$ cat src/rtl/uart_tx.sv
// -----------------------------------------------------------------------------
// uart_tx
// Byte-oriented 8N1 UART transmitter with an internal write FIFO.
// Bytes pushed into the FIFO are serialised as 1 start bit, 8 data bits
// (LSB first) and 1 stop bit, at a programmable bit period.
//
// Parameters
//   FifoDepth    transmit FIFO depth in bytes (power of 2, >= 2)
//   BaudCycBits  width of the bit period configuration
//
// Ports
//   i_clk         sole clock, rising edge
//   i_rst         synchronous active-high reset
//   c_baud_cyc    bit period minus one, in i_clk cycles (quasi-static)
//   i_fifo_write  push i_fifo_wdata into the FIFO (dropped while full)
//   i_fifo_wdata  byte to transmit
//   o_fifo_full   FIFO holds FifoDepth bytes
//   o_fifo_empty  FIFO holds 0 bytes
//   o_busy        a frame is on the line
//   o_tx          serial output, idle high, straight from a flop
// -----------------------------------------------------------------------------
module uart_tx #(
  parameter int FifoDepth   = 4,
  parameter int BaudCycBits = 16
) (
  input  logic                   i_clk,
  input  logic                   i_rst,
  input  logic [BaudCycBits-1:0] c_baud_cyc,
  input  logic                   i_fifo_write,
  input  logic [7:0]             i_fifo_wdata,
  output logic                   o_fifo_full,
  output logic                   o_fifo_empty,
  output logic                   o_busy,
  output logic                   o_tx
);

  localparam int PtrW = $clog2(FifoDepth);
  localparam int CntW = PtrW + 1;

  typedef enum logic [1:0] {
    IDLE,
    START_BIT,
    DATA_BITS,
    STOP_BIT
  } state_e;

  // FIFO storage and bookkeeping
  logic [7:0]      mem_q [FifoDepth];
  logic [PtrW-1:0] wr_ptr_q;
  logic [PtrW-1:0] rd_ptr_q;
  logic [CntW-1:0] count_q;
  logic [CntW-1:0] count_d;

  // Transmit FSM state
  state_e                 state_q;
  logic [BaudCycBits-1:0] cyc_cnt_q;
  logic [2:0]             bit_cnt_q;
  logic [7:0]             shift_q;
  logic                   tx_q;
  logic                   busy_q;

  logic fifo_full;
  logic fifo_empty;
  logic push;
  logic pop;
  logic tick_baud;

  assign fifo_full  = (count_q == CntW'(FifoDepth));
  assign fifo_empty = (count_q == '0);

  // A write while full is dropped even if a pop frees a slot this cycle.
  assign push = i_fifo_write && !fifo_full;

  assign tick_baud = (state_q != IDLE) && (cyc_cnt_q == '0);

  // The FSM takes the head either from IDLE or at the end of a stop bit.
  assign pop = !fifo_empty &&
               ((state_q == IDLE) || ((state_q == STOP_BIT) && tick_baud));

  // NOTE: every variable assigned in always_comb gets a default first, so no
  // path can leave it unassigned and infer a latch.
  always_comb begin
    count_d = count_q;
    unique case ({push, pop})
      2'b10:   count_d = count_q + CntW'(1);
      2'b01:   count_d = count_q - CntW'(1);
      default: count_d = count_q;
    endcase
  end

  // NOTE: sequential state uses non-blocking assignments only, so every flop
  // samples the pre-edge value of every other flop.
  always_ff @(posedge i_clk) begin
    if (i_rst) begin
      wr_ptr_q <= '0;
      rd_ptr_q <= '0;
      count_q  <= '0;
    end else begin
      // Power-of-2 depth: the pointers wrap modulo FifoDepth on overflow.
      if (push) wr_ptr_q <= wr_ptr_q + PtrW'(1);
      if (pop)  rd_ptr_q <= rd_ptr_q + PtrW'(1);
      count_q <= count_d;
    end
  end

  // NOTE: the storage array has no reset; a slot is only read after it has
  // been written, and resetting the pointers is enough to flush the FIFO.
  always_ff @(posedge i_clk) begin
    if (push && !i_rst) mem_q[wr_ptr_q] <= i_fifo_wdata;
  end

  // Outputs are registered from the state of the cycle that is ending, so
  // o_tx and o_busy trail the FSM by one cycle and come straight from flops.
  always_ff @(posedge i_clk) begin
    if (i_rst) begin
      state_q   <= IDLE;
      cyc_cnt_q <= '0;
      bit_cnt_q <= '0;
      shift_q   <= '0;
      tx_q      <= 1'b1;
      busy_q    <= 1'b0;
    end else begin
      busy_q <= (state_q != IDLE);
      unique case (state_q)
        IDLE: begin
          tx_q <= 1'b1;
          if (pop) begin
            shift_q   <= mem_q[rd_ptr_q];
            cyc_cnt_q <= c_baud_cyc;
            bit_cnt_q <= '0;
            state_q   <= START_BIT;
          end
        end

        START_BIT: begin
          tx_q <= 1'b0;
          if (tick_baud) begin
            cyc_cnt_q <= c_baud_cyc;
            state_q   <= DATA_BITS;
          end else begin
            cyc_cnt_q <= cyc_cnt_q - BaudCycBits'(1);
          end
        end

        DATA_BITS: begin
          tx_q <= shift_q[0];
          if (tick_baud) begin
            shift_q   <= {1'b0, shift_q[7:1]};
            bit_cnt_q <= bit_cnt_q + 3'd1;
            cyc_cnt_q <= c_baud_cyc;
            if (bit_cnt_q == 3'd7) state_q <= STOP_BIT;
          end else begin
            cyc_cnt_q <= cyc_cnt_q - BaudCycBits'(1);
          end
        end

        STOP_BIT: begin
          tx_q <= 1'b1;
          if (tick_baud) begin
            if (pop) begin
              // Next byte waiting: start bit follows with no idle gap.
              shift_q   <= mem_q[rd_ptr_q];
              cyc_cnt_q <= c_baud_cyc;
              bit_cnt_q <= '0;
              state_q   <= START_BIT;
            end else begin
              cyc_cnt_q <= '0;
              state_q   <= IDLE;
            end
          end else begin
            cyc_cnt_q <= cyc_cnt_q - BaudCycBits'(1);
          end
        end
      endcase
    end
  end

  assign o_fifo_full  = fifo_full;
  assign o_fifo_empty = fifo_empty;
  assign o_busy       = busy_q;
  assign o_tx         = tx_q;

endmodule
$ cat config.mk
export PLATFORM = sky130hd
export DESIGN_NAME = uart_tx
export DESIGN_NICKNAME = d
export VERILOG_FILES = /design/src/rtl/uart_tx.sv
export SDC_FILE = /design/constraint.sdc
export NUM_CORES = 1
export LEC_CHECK = 0
export ABC_AREA = 0
export BUFFER_PORTS_ARGS = -buffer_cell sky130_fd_sc_hd__buf_2
export CORE_ASPECT_RATIO = 0.8
export CORE_UTILIZATION = 40
export CTS_CLUSTER_DIAMETER = 120
export DETAILED_ROUTE_END_ITERATION = 10
export SLEW_MARGIN = 10
export SYNTH_ARGS = -nofsm -noshare
export SYNTH_HDL_FRONTEND = slang
export SYNTH_SLANG_ARGS = --single-unit
$ cat constraint.sdc
create_clock -name i_clk -period 3.8 [get_ports i_clk]
set_clock_uncertainty 0.05 [all_clocks]
set_input_delay 0.38 -clock i_clk [delete_from_list [all_inputs] [get_ports i_clk]]
set_output_delay 0.38 -clock i_clk [all_outputs]
set_load 0.005 [all_outputs]
==> run summary <==
=========================================================================================
Result of the run                                                               completed
Cells taking the most area after synthesis                                   sky130_fd_sc_hd__edfxtp_1 26%, sky130_fd_sc_hd__dfxtp_1 22%, sky130_fd_sc_hd__mux4_2 4.9%, sky130_fd_sc_hd__ha_1 4.4%, sky130_fd_sc_hd__a21oi_1 3.9%
Number of stages on the worst setup path                                               12
Leak pwr                                                                          1.57 nW
Antenna violations before repair                                                        0
Synth-to-layout area growth                                                         15.0%
Clock-pin slew on the worst setup and hold paths                                  0.06 ns
Detailed-route DRC error count                                                          0
Share of the yosys chip area belonging to registers                                 47.8%
Core Area                                                                    0.00871 sq mm
Count of distinct cell types in the synthesized netlist                                61
Overall die width                                                                  109 um
Sum Neg Setup Slack                                                                  0 ns
Leading post-synthesis cells by instance count                               40 x sky130_fd_sc_hd__dfxtp_1, 32 x sky130_fd_sc_hd__edfxtp_1, 29 x sky130_fd_sc_hd__a21oi_1
Post-CTS resize count                                                                   0
Post-synth EDFFs                                                                       32
Min-delay worst type                                                            in -> reg
Cell with the largest stage delay on the worst path                          sky130_fd_sc_hd__dfxtp_1
Number of H-tree levels                                                                 3
Clock network latency to the later pin of the worst-skew pair                     0.33 ns
Post-Place Cell Area                                                         0.00389 sq mm
Final hold violations                                                                   0
Mean area per synthesized cell                                                 10.9 sq um
Data required time at the worst endpoint                                          4.01 ns
Overall die height                                                                87.8 um
Number of rows created at floorplan                                                    30
Fin nets                                                                              402
Pin count of the biggest net entering global routing                                   39
Syn Std Cell Area                                                            0.00368 sq mm
Detailed-route wire length                                                        8220 um
Crit path launch type                                                           flip-flop
CP Capture Type                                                                 flip-flop
N_diodes                                                                                0
Final critical delay including setup and external delays                          3.23 ns
Worst-case vdd ir drop                                                           0.470 mV
Most frequent cell after synthesis                                           sky130_fd_sc_hd__dfxtp_1
Number of I/O pins                                                                     31
Period Utilization, post-route                                                      85.0%
Final setup violation count                                                             0
CP Capture Point                                                               count_q[2]
Launch point of the critical path                                              state_q[1]
Mean number of vias per cell                                                         5.77
Final Max Slew Viols                                                                    0
Actual slew at the worst max-slew pin                                            0.881 ns
Post-CTS setup buffers                                                                  0
Global placer's final weighted congestion                                           0.860
Number of nets with antenna violations after routing                                    0
Global-route total usage across every layer                                         19.0%
Wire length of the first global-routing pass                                     13600 um
Vias in the first global route                                                       2652
Share of cells above drive strength 1                                               20.8%
Buffer and inverter count on the worst path                                             2
Routed length per placed instance                                                 17.2 um
CTS tree                                                                            built
Total CTS buffers                                                                       9
Buffers from clock root to sink, at most                                                2
Number of synthesized register bits                                                    72
Cell type with the largest total area after synthesis                        sky130_fd_sc_hd__edfxtp_1
Maximum fanout along the worst path                                                     8
FF-to-FF End                                                                   count_q[2]
Count of maximum capacitance violations                                                 0
Arrival time at the worst endpoint                                                3.44 ns
Cell count after placement                                                            462
Critical setup path kind                                                       reg -> reg
Power density relative to cell area                                           887 mW/mm^2
Tot Pwr                                                                           3.76 mW
Clk Tree Root Cell                                                           sky130_fd_sc_hd__clkbuf_16
Final Instance Count excl. Fillers                                                    478
Unrepaired setup endpoints after global routing                                     false
CP Cell Sequence                                                             inv_1, ha_1, nor4b_2, and4_2, a21oi_1, nor2_1, ha_1, inv_1, fa_1, xor2_1, or3_1, a21oi_1
Flip-flop cell with the highest count after synthesis                        sky130_fd_sc_hd__dfxtp_1
Initial standard-cell utilization of the core                                       42.3%
DIE AREA                                                                     0.00960 sq mm
Clock Sinks                                                                            72
Gate family responsible for the most delay along the worst path              simple AND/OR/NAND/NOR gates
Number of buffer cells added on primary ports                                          30
Proportion of register bits with asynchronous set or reset after synthesis             0%
Total via count after detailed routing                                               2756
Maximum achievable frequency                                                      309 MHz
Top cell type's share of synthesized area                                           26.1%
Iter 0 DRT Violations                                                                 172
R2R cell count                                                                         12
Fin area                                                                     0.00424 sq mm
Number of hold buffers added after cts                                                  0
Setup slack of the worst register-to-register path                                0.57 ns
Stage delay of the slowest cell on the critical path                              0.41 ns
Slew margin rel.                                                                    41.1%
Number of instances in the synthesized netlist                                        338
Post-synthesis net count                                                              379
DR pass1 iterations                                                                     5
Total gr overflow                                                                       0
YS warnings                                                                             0
Placed wire-length estimate after detailed placement                              5470 um
Launch point of the worst reg-to-reg path                                      state_q[1]
=========================================================================================
## layout make-up
class | count | area (sq um)
clock buffers | 10 | 229
clock inverters | 6 | 115
fillers | 789 | 4470
inverters | 16 | 60.1
multi-input cells | 229 | 1760
flip-flops and latches | 72 | 1760
well taps | 112 | 140
repair buffers | 33 | 173
## worst min path at each step
stage,startpoint,to,slack (ns),depth (start not counted)
after CTS,i_fifo_wdata[3],mem_q[1][3],0.20,1
after global placement,bit_cnt_q[1],bit_cnt_q[1],0.42,1
after floorplan,bit_cnt_q[1],bit_cnt_q[1],0.40,1
after global routing,i_fifo_wdata[3],mem_q[3][3],0.20,1
final,i_fifo_wdata[3],mem_q[1][3],0.21,1
after detailed placement,bit_cnt_q[2],bit_cnt_q[2],0.43,1
## sequential cells by signal, indices dropped and copies added (netlist names), named ones only
signal	cells
wr_ptr_q	2
bit_cnt_q	3
count_q	3
o_tx	1
cyc_cnt_q	16
shift_q	8
mem_q	32
rd_ptr_q	2
o_busy	1
state_q	2
## metrics by stage
step                      hold WS, ns  setup slack [ns]  util (%)
after floorplan                 0.404             0.926         -
after global placement          0.418             0.829      44.7
after detailed placement        0.431             0.673      44.7
after CTS                       0.202             0.600      48.6
after global routing            0.202             0.357      48.6
final                           0.214             0.568      48.6
## layer usage
metal | global-route usage [%] | routed length, um | up-vias
li1 | - | - | 1333
met1 | 25.8 | 4070 | 1350
met2 | 29.4 | 3680 | 66
met3 | 4.99 | 376 | 7
met4 | 6.67 | 91 | 0
met5 | 0 | 0 | -
## power breakdown
group	internal, mW	leakage [nW]	switching, mW
registers	0.976	0.620	0.172
logic	0.645	0.788	0.991
clock network	0.646	0.164	0.328
## cells in the final DEF (no fill, tap or decap), types with 2 or more instances in the layout
cell and instances:
sky130_fd_sc_hd__a211oi_1 9, sky130_fd_sc_hd__a21bo_2 2, sky130_fd_sc_hd__a21oi_1 29, sky130_fd_sc_hd__a221oi_1 2, sky130_fd_sc_hd__a22o_1 2, sky130_fd_sc_hd__a311oi_1 9
sky130_fd_sc_hd__a31oi_1 2, sky130_fd_sc_hd__and2_1 7, sky130_fd_sc_hd__and3_1 2, sky130_fd_sc_hd__buf_2 30, sky130_fd_sc_hd__buf_4 3, sky130_fd_sc_hd__bufinv_16 3
sky130_fd_sc_hd__clkbuf_16 9, sky130_fd_sc_hd__dfxtp_1 40, sky130_fd_sc_hd__edfxtp_1 32, sky130_fd_sc_hd__ha_1 13, sky130_fd_sc_hd__inv_1 13, sky130_fd_sc_hd__inv_2 2
sky130_fd_sc_hd__inv_6 2, sky130_fd_sc_hd__mux2_2 2, sky130_fd_sc_hd__mux2i_1 8, sky130_fd_sc_hd__mux4_2 8, sky130_fd_sc_hd__nand2_1 15, sky130_fd_sc_hd__nand3_1 11
sky130_fd_sc_hd__nand4_1 4, sky130_fd_sc_hd__nor2_1 27, sky130_fd_sc_hd__nor3_1 4, sky130_fd_sc_hd__nor4_1 3, sky130_fd_sc_hd__nor4_4 2, sky130_fd_sc_hd__o2111ai_1 2
sky130_fd_sc_hd__o211ai_1 16, sky130_fd_sc_hd__o21ai_0 8, sky130_fd_sc_hd__or3_1 4, sky130_fd_sc_hd__xnor2_1 8, sky130_fd_sc_hd__xor2_1 3
## cells by family after synthesis
group | share of synthesized area, %
AO/OA/AOI/OAI | 18.5
AND/OR/NAND/NOR | 13.9
flip-flops | 47.8
buffers and inverters | 4.45
multiplexers | 7.68
adder cells (fa/ha/maj) | 4.96
XOR/XNOR | 2.62
No activity file was read; power rests on OpenSTA's default activity.
